## config.mk

```make
export PLATFORM = sky130hd
export DESIGN_NAME = udp_tx_framer
export DESIGN_NICKNAME = d
export VERILOG_FILES = /design/src/rtl/eth_pkg.sv /design/src/rtl/ip_hdr_checksum.sv /design/src/rtl/udp_tx_framer.sv
export SDC_FILE = /design/constraint.sdc
export NUM_CORES = 1
export LEC_CHECK = 0
export ABC_AREA = 1
export CAP_MARGIN = 5
export CORE_MARGIN = 4
export CORE_UTILIZATION = 49
export CTS_CLUSTER_SIZE = 14
export DETAILED_ROUTE_END_ITERATION = 16
export PLACE_DENSITY = 0.79
export SLEW_MARGIN = 10
export SYNTH_ARGS = -nofsm -noshare
export SYNTH_HDL_FRONTEND = slang
export SYNTH_SLANG_ARGS = --single-unit
export TNS_END_PERCENT = 30
```

## constraint.sdc

```tcl
create_clock -name tx_clock -period 5.2 [get_ports tx_clock]
set_input_delay 1.04 -clock tx_clock [delete_from_list [all_inputs] [get_ports tx_clock]]
set_output_delay 1.04 -clock tx_clock [all_outputs]
set_load 0.1 [all_outputs]
```

## src/rtl/eth_pkg.sv

```systemverilog
// Shared Ethernet/IPv4/UDP framing constants and the framer state encoding.
package eth_pkg;

    localparam int unsigned ETH_HDR_LEN = 14;
    localparam int unsigned IP_HDR_LEN  = 20;
    localparam int unsigned UDP_HDR_LEN = 8;
    localparam int unsigned HDR_LEN     = ETH_HDR_LEN + IP_HDR_LEN + UDP_HDR_LEN;
    localparam int unsigned MIN_FRAME   = 60;

    localparam logic [15:0] ETHERTYPE_IPV4 = 16'h0800;
    localparam logic [7:0]  IP_PROTO_UDP   = 8'h11;

    // Framer states (fixed encodings kept for compatibility with older tooling)
    localparam logic [2:0] ST_IDLE    = 3'd0;
    localparam logic [2:0] ST_CSUM1   = 3'd1;
    localparam logic [2:0] ST_CSUM2   = 3'd2;
    localparam logic [2:0] ST_GRANT   = 3'd3;
    localparam logic [2:0] ST_HEADER  = 3'd4;
    localparam logic [2:0] ST_PAYLOAD = 3'd5;
    localparam logic [2:0] ST_PAD     = 3'd6;
    localparam logic [2:0] ST_DONE    = 3'd7;

    // One's-complement fold of a 32-bit partial sum, applied twice so that the
    // carry produced by the first fold is absorbed as well.
    function automatic logic [15:0] csum_fold(input logic [31:0] sum);
        logic [31:0] s1;
        logic [31:0] s2;
        s1 = {16'h0000, sum[15:0]} + {16'h0000, sum[31:16]};
        s2 = {16'h0000, s1[15:0]}  + {16'h0000, s1[31:16]};
        return s2[15:0];
    endfunction

endpackage

```

## src/rtl/ip_hdr_checksum.sv

```systemverilog
// Two-stage IPv4 header checksum: stage 1 sums the header words, stage 2
// folds the carries and inverts.
module ip_hdr_checksum
    import eth_pkg::*;
#(
    parameter logic [7:0] IP_TTL = 8'h80
) (
    input  logic        clk,
    input  logic        reset_n,
    input  logic        sum_en,
    input  logic        fold_en,
    input  logic [15:0] total_len,
    input  logic [15:0] ip_id,
    input  logic [31:0] src_ip,
    input  logic [31:0] dst_ip,
    output logic [15:0] csum
);

    logic [31:0] sum;

    // Sum the nine header words that can be nonzero; checksum field is zero
    always_ff @(posedge clk) begin
        if (!reset_n) begin
            sum  <= '0;
            csum <= '0;
        end else begin
            if (sum_en) begin
                sum <= 32'h0000_4500
                     + {16'h0000, total_len}
                     + {16'h0000, ip_id}
                     + 32'h0000_4000
                     + {16'h0000, IP_TTL, IP_PROTO_UDP}
                     + {16'h0000, src_ip[31:16]}
                     + {16'h0000, src_ip[15:0]}
                     + {16'h0000, dst_ip[31:16]}
                     + {16'h0000, dst_ip[15:0]};
            end
            if (fold_en) begin
                csum <= ~csum_fold(sum);
            end
        end
    end

endmodule

```

## src/rtl/udp_tx_framer.sv

```systemverilog
// UDP transmit framer: grants one payload request at a time, prepends the
// Ethernet II / IPv4 / UDP headers, pads to the minimum frame size and streams
// bytes to the MAC under ready backpressure.
module udp_tx_framer
    import eth_pkg::*;
#(
    parameter logic [15:0] BASE_PORT   = 16'd1024,
    parameter logic [7:0]  IP_TTL      = 8'h80,
    parameter logic [15:0] MAX_PAYLOAD = 16'd1472
) (
    input  logic        tx_clock,
    input  logic        reset_n,
    input  logic [47:0] local_mac,
    input  logic [31:0] local_ip,
    input  logic [47:0] dest_mac,
    input  logic [31:0] dest_ip,
    input  logic [15:0] dest_port,
    input  logic        udp_tx_request,
    input  logic [15:0] udp_tx_length,
    input  logic [7:0]  port_ID,
    input  logic [7:0]  udp_tx_data,
    output logic        udp_tx_enable,
    output logic        udp_tx_active,
    input  logic        mac_tx_ready,
    output logic        mac_tx_valid,
    output logic [7:0]  mac_tx_data,
    output logic        mac_tx_sop,
    output logic        mac_tx_eop,
    output logic        length_err
);

    localparam logic [16:0] POS_HDR_LAST = 17'(HDR_LEN - 1);
    localparam logic [16:0] POS_PAD_LAST = 17'(MIN_FRAME - 1);
    localparam logic [16:0] MIN_FRAME_W  = 17'(MIN_FRAME);
    localparam logic [16:0] HDR_LEN_W    = 17'(HDR_LEN);

    logic [2:0]  state;
    logic [15:0] len_q;
    logic [15:0] sport_q;
    logic [15:0] id_q;
    logic [15:0] ip_id;
    logic        armed;
    logic [16:0] pos;
    logic [15:0] csum;

    logic [16:0] end_pos;
    logic [15:0] ip_total_len;
    logic [15:0] udp_len;
    logic        short_frame;
    logic        last_payload;
    logic [7:0]  hdr_byte;

    assign end_pos      = {1'b0, len_q} + HDR_LEN_W;
    assign ip_total_len = len_q + 16'(IP_HDR_LEN + UDP_HDR_LEN);
    assign udp_len      = len_q + 16'(UDP_HDR_LEN);
    assign short_frame  = end_pos < MIN_FRAME_W;
    assign last_payload = pos == (end_pos - 17'd1);

    ip_hdr_checksum #(
        .IP_TTL (IP_TTL)
    ) u_csum (
        .clk       (tx_clock),
        .reset_n   (reset_n),
        .sum_en    (state == ST_CSUM1),
        .fold_en   (state == ST_CSUM2),
        .total_len (ip_total_len),
        .ip_id     (id_q),
        .src_ip    (local_ip),
        .dst_ip    (dest_ip),
        .csum      (csum)
    );

    // Frame sequencing, request arming, ip_id counter and sticky length error
    always_ff @(posedge tx_clock) begin
        if (!reset_n) begin
            state      <= ST_IDLE;
            len_q      <= '0;
            sport_q    <= '0;
            id_q       <= '0;
            ip_id      <= '0;
            armed      <= 1'b1;
            pos        <= '0;
            length_err <= 1'b0;
        end else begin
            if (!udp_tx_request) begin
                armed <= 1'b1;
            end
            case (state)
                ST_IDLE: begin
                    if (udp_tx_request && armed) begin
                        len_q   <= udp_tx_length;
                        sport_q <= BASE_PORT + {8'h00, port_ID};
                        id_q    <= ip_id;
                        armed   <= 1'b0;
                        if (udp_tx_length > MAX_PAYLOAD) begin
                            length_err <= 1'b1;
                        end
                        state <= ST_CSUM1;
                    end
                end
                ST_CSUM1: state <= ST_CSUM2;
                ST_CSUM2: state <= ST_GRANT;
                ST_GRANT: begin
                    pos   <= '0;
                    state <= ST_HEADER;
                end
                ST_HEADER: begin
                    if (mac_tx_ready) begin
                        pos <= pos + 17'd1;
                        if (pos == POS_HDR_LAST) begin
                            state <= (len_q == 16'd0) ? ST_PAD : ST_PAYLOAD;
                        end
                    end
                end
                ST_PAYLOAD: begin
                    if (mac_tx_ready) begin
                        pos <= pos + 17'd1;
                        if (last_payload) begin
                            state <= short_frame ? ST_PAD : ST_DONE;
                        end
                    end
                end
                ST_PAD: begin
                    if (mac_tx_ready) begin
                        pos <= pos + 17'd1;
                        if (pos == POS_PAD_LAST) begin
                            state <= ST_DONE;
                        end
                    end
                end
                ST_DONE: begin
                    ip_id <= ip_id + 16'd1;
                    state <= ST_IDLE;
                end
                default: state <= ST_IDLE;
            endcase
        end
    end

    // Header byte selected by frame position (all fields big-endian)
    always_comb begin
        hdr_byte = 8'h00;
        case (pos[5:0])
            6'd0:  hdr_byte = dest_mac[47:40];
            6'd1:  hdr_byte = dest_mac[39:32];
            6'd2:  hdr_byte = dest_mac[31:24];
            6'd3:  hdr_byte = dest_mac[23:16];
            6'd4:  hdr_byte = dest_mac[15:8];
            6'd5:  hdr_byte = dest_mac[7:0];
            6'd6:  hdr_byte = local_mac[47:40];
            6'd7:  hdr_byte = local_mac[39:32];
            6'd8:  hdr_byte = local_mac[31:24];
            6'd9:  hdr_byte = local_mac[23:16];
            6'd10: hdr_byte = local_mac[15:8];
            6'd11: hdr_byte = local_mac[7:0];
            6'd12: hdr_byte = ETHERTYPE_IPV4[15:8];
            6'd13: hdr_byte = ETHERTYPE_IPV4[7:0];
            6'd14: hdr_byte = 8'h45;
            6'd15: hdr_byte = 8'h00;
            6'd16: hdr_byte = ip_total_len[15:8];
            6'd17: hdr_byte = ip_total_len[7:0];
            6'd18: hdr_byte = id_q[15:8];
            6'd19: hdr_byte = id_q[7:0];
            6'd20: hdr_byte = 8'h40;
            6'd21: hdr_byte = 8'h00;
            6'd22: hdr_byte = IP_TTL;
            6'd23: hdr_byte = IP_PROTO_UDP;
            6'd24: hdr_byte = csum[15:8];
            6'd25: hdr_byte = csum[7:0];
            6'd26: hdr_byte = local_ip[31:24];
            6'd27: hdr_byte = local_ip[23:16];
            6'd28: hdr_byte = local_ip[15:8];
            6'd29: hdr_byte = local_ip[7:0];
            6'd30: hdr_byte = dest_ip[31:24];
            6'd31: hdr_byte = dest_ip[23:16];
            6'd32: hdr_byte = dest_ip[15:8];
            6'd33: hdr_byte = dest_ip[7:0];
            6'd34: hdr_byte = sport_q[15:8];
            6'd35: hdr_byte = sport_q[7:0];
            6'd36: hdr_byte = dest_port[15:8];
            6'd37: hdr_byte = dest_port[7:0];
            6'd38: hdr_byte = udp_len[15:8];
            6'd39: hdr_byte = udp_len[7:0];
            default: hdr_byte = 8'h00;
        endcase
    end

    // Output decode from state; holding pos under !ready keeps outputs stable
    always_comb begin
        udp_tx_enable = 1'b0;
        udp_tx_active = 1'b0;
        mac_tx_valid  = 1'b0;
        mac_tx_data   = 8'h00;
        mac_tx_sop    = 1'b0;
        mac_tx_eop    = 1'b0;
        case (state)
            ST_GRANT: udp_tx_enable = 1'b1;
            ST_HEADER: begin
                mac_tx_valid = 1'b1;
                mac_tx_data  = hdr_byte;
                mac_tx_sop   = (pos == 17'd0);
            end
            ST_PAYLOAD: begin
                mac_tx_valid  = 1'b1;
                mac_tx_data   = udp_tx_data;
                udp_tx_active = mac_tx_ready;
                mac_tx_eop    = last_payload && !short_frame;
            end
            ST_PAD: begin
                mac_tx_valid = 1'b1;
                mac_tx_eop   = (pos == POS_PAD_LAST);
            end
            default: ;
        endcase
    end

endmodule

```

==> Word-level counts from Yosys, hierarchy flattened <==
Cells that the tools add are included.
{ "totals": {"word_cells": 119, "in_bits": 212, "out_inout_bits": 14, "ff_bits": 134} }
{ "classes": {"order_cmp": 2, "eq_ne": 54, "bitwise": 1, "add_sub_neg": 17, "muxes": 22, "n_reduce_logical": 13} }
{ "ops": {"columns": ["cell", "n"], "rows": [
  ["$pmux W8 S37", 1],
  ["$add A32 B16 Y32", 5],
  ["$eq A6 B5 Y1 const B", 15],
  ["$eq A6 B6 Y1 const B", 8],
  ["$eq A6 B4 Y1 const B", 6],
  ["$eq A17 B6 Y1 const B", 2],
  ["$pmux W17 S2", 1],
  ["$add A32 B15 Y32 const B", 1],
  ["$add A32 B16 Y32 const B", 1],
  ["$eq A6 B3 Y1 const B", 4],
  ["$pmux W3 S8", 1],
  ["$mux W3", 7],
  ["$add A15 B16 Y17 const A", 1],
  ["$add A16 B16 Y17", 1],
  ["$add A16 B6 Y17 const B", 1],
  ["$add A17 B1 Y17 const B", 1],
  ["$eq A17 B17 Y1", 1],
  ["$logic_not A17 Y1", 1],
  ["$lt A17 B6 Y1 const B", 1],
  ["$mux W17", 1],
  ["$sub A17 B1 Y17 const B", 1],
  ["$add A16 B1 Y16 const B", 1],
  ["$add A16 B16 Y16", 1],
  ["$add A16 B4 Y16 const B", 1],
  ["25 further kinds", 45]
]} }

==> Longest topological paths before layout <==
{ "logic_depth": {"word_depth": 9, "depth_mapped": 28, "mapped_depth_nobuf": 28} }

==> Modules after synthesis <==
A second synthesis with hierarchy kept.
{ "unflattened": {"hier_cells": 1889, "area_unflattened_um2": 12155.4} }
{ "modules_own_cells": {"columns": ["mod", "cells_per_inst", "area_each_um2", "n_inst"], "rows": [
  ["udp_tx_framer", 1151, 6939.2, 1],
  ["ip_hdr_checksum", 738, 5216.3, 1]
]} }

==> Worst setup path after synthesis <==
OpenSTA, ideal clock, no wires.
{ "synth_path": {"path_kind": "reg2reg", "from": "register len_q[2]", "to": "register u_csum.sum[18]", "path_stages_with_launch": 27, "setup_time_ns": 0.070, "setup_slack_ns": 0.101, "arrival_time_ns": 5.029, "required_time_ns": 5.130, "path_cell_list": "dfxtp_1 inv_1 ha_1 inv_1 nor2_1 inv_1 nand3_1 xor2_1 inv_1 ha_1 o21ai_0 nor2_1 nand2_1 xor2_1 ha_1 fa_1 fa_1 inv_1 fa_1 ha_1 nand2_1 nor4_1 nand4_1 nand3_1 xor2_1 nand2_1 a21oi_1"} }
{ "synth_via": {"elab_chain_len": 9} }
{ "synth_lines": {"columns": ["element", "line", "rtl"], "rows": [
  ["start, declared", "udp_tx_framer.sv:38", "logic [15:0] len_q;"],
  ["start signal, assigned", "udp_tx_framer.sv:91", "len_q <= udp_tx_length;"],
  ["$add A16 B5 Y16", "udp_tx_framer.sv:54", "assign ip_total_len = len_q + 16'(IP_HDR_LEN + UDP_HDR_LEN);"],
  ["$add A15 B16 Y17", "ip_hdr_checksum.sv:29", "+ {16'h0000, total_len}"],
  ["$add A32 B16 Y32", "ip_hdr_checksum.sv:30", "+ {16'h0000, ip_id}"],
  ["$add A32 B15 Y32", "ip_hdr_checksum.sv:31", "+ 32'h0000_4000"],
  ["$add A32 B16 Y32", "ip_hdr_checksum.sv:32", "+ {16'h0000, IP_TTL, IP_PROTO_UDP}"],
  ["$add A32 B16 Y32", "ip_hdr_checksum.sv:33", "+ {16'h0000, src_ip[31:16]}"],
  ["$add A32 B16 Y32", "ip_hdr_checksum.sv:34", "+ {16'h0000, src_ip[15:0]}"],
  ["$add A32 B16 Y32", "ip_hdr_checksum.sv:35", "+ {16'h0000, dst_ip[31:16]}"],
  ["$add A32 B16 Y32", "ip_hdr_checksum.sv:36", "+ {16'h0000, dst_ip[15:0]};"],
  ["end signal, assigned", "ip_hdr_checksum.sv:28", "sum <= 32'h0000_4500"],
  ["end, declared", "ip_hdr_checksum.sv:19", "logic [31:0] sum;"]
]} }
Every way passes these cells.
A chain may end at the register's enable or synchronous reset.

==> Worst setup path in the final report <==
{ "layout_path": {"from": "register len_q[6]", "to": "output mac_tx_data[1]"} }
{ "layout_via": {"elab_chain_len": 3, "elab_cells_between_ends": 4, "classes_between": "add/sub: 2; mux: 2"} }
{ "layout_lines": {"columns": ["element", "line", "rtl"], "rows": [
  ["$add A16 B4 Y16 or $add A16 B5 Y16 (tied branches)", "udp_tx_framer.sv:55, udp_tx_framer.sv:54", null],
  ["$pmux W8 S37 (*)", "udp_tx_framer.sv:143", "case (pos[5:0])"],
  ["$pmux W8 S2 (*)", "udp_tx_framer.sv:196", "case (state)"],
  ["end, declared", "udp_tx_framer.sv:26", "output logic [7:0] mac_tx_data,"]
]} }
Every way passes the cells marked *; elsewhere a longest branch is shown, timed or not.

==> results.json <==
{
  "cts_sinks": 115,
  "seq_area_frac_synth_pct": 20.09,
  "dpl.hpwl_um": 40180,
  "r2r_end": "u_csum.sum[19]",
  "core_um2": 22850,
  "final_util_pct": 69.40,
  "clk_pin_slew_ns": 0.06,
  "power_mw": 10.26,
  "finalCriticalPeriod_ns": 5.239,
  "hold_viol": 0,
  "routed_via_density": 5.847,
  "min_path_type": "reg -> reg",
  "grt_busiest_layer": "met2",
  "use_met1_pct": 47.04,
  "ant_nets": 0,
  "die_w_um": 160.9,
  "start_util_pct": 50.16,
  "vias": 13951,
  "cp.arrival_ns": 4.20,
  "ir_worst_vdd_uv": 640.3,
  "p_leak_nw": 7.002,
  "synth_edf_count": 0,
  "routed_wirelength_um": 49640,
  "finalCritPeriodShare_pct": 100.7,
  "wl_per_cell_um": 20.80,
  "fmax_ghz": 0.1909,
  "yosys_warnings": 0,
  "worstMarginPinSlew_ns": 1.019,
  "crit_path_end": "mac_tx_data[1]",
  "path_max_fanout": 3,
  "antenna_found_initial": 1,
  "row_count": 55,
  "postSynthAreaPerCell_um2": 6.628,
  "clock_latency_ns": 0.42,
  "ys_top_cells_by_count": "nand2_1 (379), inv_1 (280), nor2_1 (145)",
  "cts_tree": "built",
  "areaGrowthSynthToFinish_pct": 38.37,
  "cp-start-kind": "flop",
  "synth_area_um2": 11460,
  "status": "finished, violations left",
  "n_antenna_cell": 0,
  "grt_pass1_wl_um": 73000,
  "fp.dieH_um": 160.9,
  "layout-drive-gt1-share_pct": 13.41,
  "synth_cell_types": 52,
  "htreeDepth": 4,
  "violations": "setup timing",
  "grt_util_all_layers_pct": 36.30,
  "synth_most_common_cell": "nand2_1",
  "grt_max_degree": 78,
  "place_congestion": 1.096,
  "drt-pass1-iter-count": 9,
  "maxCapViolations": 0,
  "dr.first_iter.drc_count": 1688,
  "reg2regPathDepth": 26,
  "yosysTopAreaCell": "dfxtp_1",
  "grt_remaining_overflow": 0,
  "synthFlopType": "dfxtp_1",
  "clk_path_buf_depth": 2,
  "r2r_slack_ns": 0.04,
  "grt_pass1_vias": 13104,
  "dieArea_um2": 25900,
  "pwr_density_cell_nw_per_um2": 647.1,
  "port-buffer-count": 225,
  "path_class": "reg -> out",
  "io-pin-count": 226,
  "met3_usage_pct": 9.571,
  "met2_usage_pct": 56.72,
  "rsz0062_at_grt": "yes",
  "finalSetupViolCount": 1,
  "worstPathRequired_ns": 4.16,
  "seq_area_um2": 2306,
  "drc": 0,
  "worst_slack_ns": -0.03851,
  "cts_buffers": 17,
  "synth_top_area_share_pct": 20.09,
  "multi_input_area_um2": 8354,
  "slew_headroom_pct": 31.80,
  "syn_inst": 1729,
  "syn_nets": 2063,
  "cts-root-buf": "clkbuf_16",
  "synthArstFlopShare_pct": 0,
  "finClkSkew_ns": 0.01131,
  "yosys-top-cells-area": "dfxtp_1 (20%), nand2_1 (12%), fa_1 (11%)",
  "startpoint": "len_q[6]",
  "end_kind": "output pin",
  "ys_ff_latch": 115,
  "r2r-start": "len_q[6]",
  "slew_violations": 0,
  "fillers": 1988,
  "cts-hold-fix-buffers": 0,
  "final_nets": 2394
}
-- stage by stage --
step                      hold slack, ns  TNS [ns]  setup slack, ns  std cells  instance area (um2)
after global placement            0.4432    -1.293          -0.3229       2330                14660
after CTS                         0.4558  -0.03027         -0.01262       2378                15540
after floorplan                   0.4171         0           0.1007       1729                11460
after global routing              0.4717   -0.4387          -0.1056       2386                15860
after detailed placement          0.4412    -2.354          -0.4043       2330                14660
final                             0.4565  -0.03851         -0.03851       2386                15860
-- what timing repair did --
action / in CTS / in global routing
setup buffers: 16 / 8
pin swaps: 23 / 37
gates resized for setup: 28 / 71
endpoints found under the setup margin: 6 / 10
-- where the power goes --
group	internal [mW]	switching, mW
sequential	1.08	0.187
clock	0.726	0.425
combinational	3.41	4.43
total	5.22	5.04
-- worst min-delay path by stage --
stage | end | cells past startpoint | startpoint | slack, ns
2_1_floorplan | ip_id[15] | 1 | ip_id[15] | 0.42
3_5_place_dp | ip_id[15] | 1 | ip_id[15] | 0.44
6_report | ip_id[15] | 1 | ip_id[15] | 0.46
4_1_cts | ip_id[15] | 1 | ip_id[15] | 0.46
3_3_place_gp | ip_id[15] | 1 | ip_id[15] | 0.44
5_1_grt | ip_id[15] | 1 | ip_id[15] | 0.47
-- area by class of cell --
| type | count | share of cell area, % |
|---|---|---|
| tap | 313 | 2.470 |
| clock buffer | 22 | 2.927 |
| sequential | 115 | 14.54 |
| clock inverter | 10 | 0.6707 |
| timing repair buffer | 341 | 19.71 |
| multi-input combinational | 1291 | 52.69 |
| inverter | 294 | 6.991 |
-- worst max-delay path, cell delays in order (launching register included) --
cell and delay (ns):
dfxtp_1 0.39, nand2_2 0.11, inv_1 0.18, nand2_4 0.09, nor2_4 0.12, xor2_2 0.25
inv_2 0.09, buf_4 0.14, buf_4 0.12, buf_4 0.12, buf_4 0.12, buf_4 0.13
buf_4 0.13, buf_4 0.12, buf_4 0.12, buf_4 0.12, buf_4 0.12, buf_4 0.13
buf_4 0.12, buf_4 0.12, buf_4 0.14, a221oi_4 0.29, nand4_1 0.13, nand2_1 0.10
nand2_2 0.10, buf_12 0.18
-- flip-flops by register name, indices dropped and copies added (netlist names) --
name	count
u_csum.sum	20
pos	17
id_q	16
ip_id	16
len_q	16
u_csum.csum	16
sport_q	9
state	3
armed	1
length_err	1
-- cell families after synthesis --
family,count (synthesis),synth area share (%)
flops,115,20.09
simple gates,765,29.59
xor+xnor,45,3.439
fa+ha+maj,122,17.45
buf+inv,323,10.68
compound gates,359,18.76
-- routing by layer --
metal  up-vias  part of all wire [%]
li1       6398                     -
met1      6403                    39
met2       934                    44
met3       212                    12
met4         4                   5.9
met5         -                  0.20
-- cell usage in the layout, fill, tap and decap left out, types with 8 or more instances in the layout --
cell	n
dfxtp_1	112
o211ai_1	14
a221oi_1	24
o21ai_0	106
nand2_1	369
nand2_2	19
xor2_1	30
clkdlybuf4s50_1	214
inv_2	17
nor2_2	10
ha_1	45
a22oi_1	12
ha_4	12
buf_4	122
nor4_1	11
nor2_1	140
a22o_1	11
fa_1	58
inv_1	272
nand4_1	41
clkbuf_16	17
nand3_1	103
a21oi_1	117
xor2_2	8
o21ai_1	10
nor2_4	11
nand2_4	11
nor3_1	32
Power figures use the tool's default switching activity.
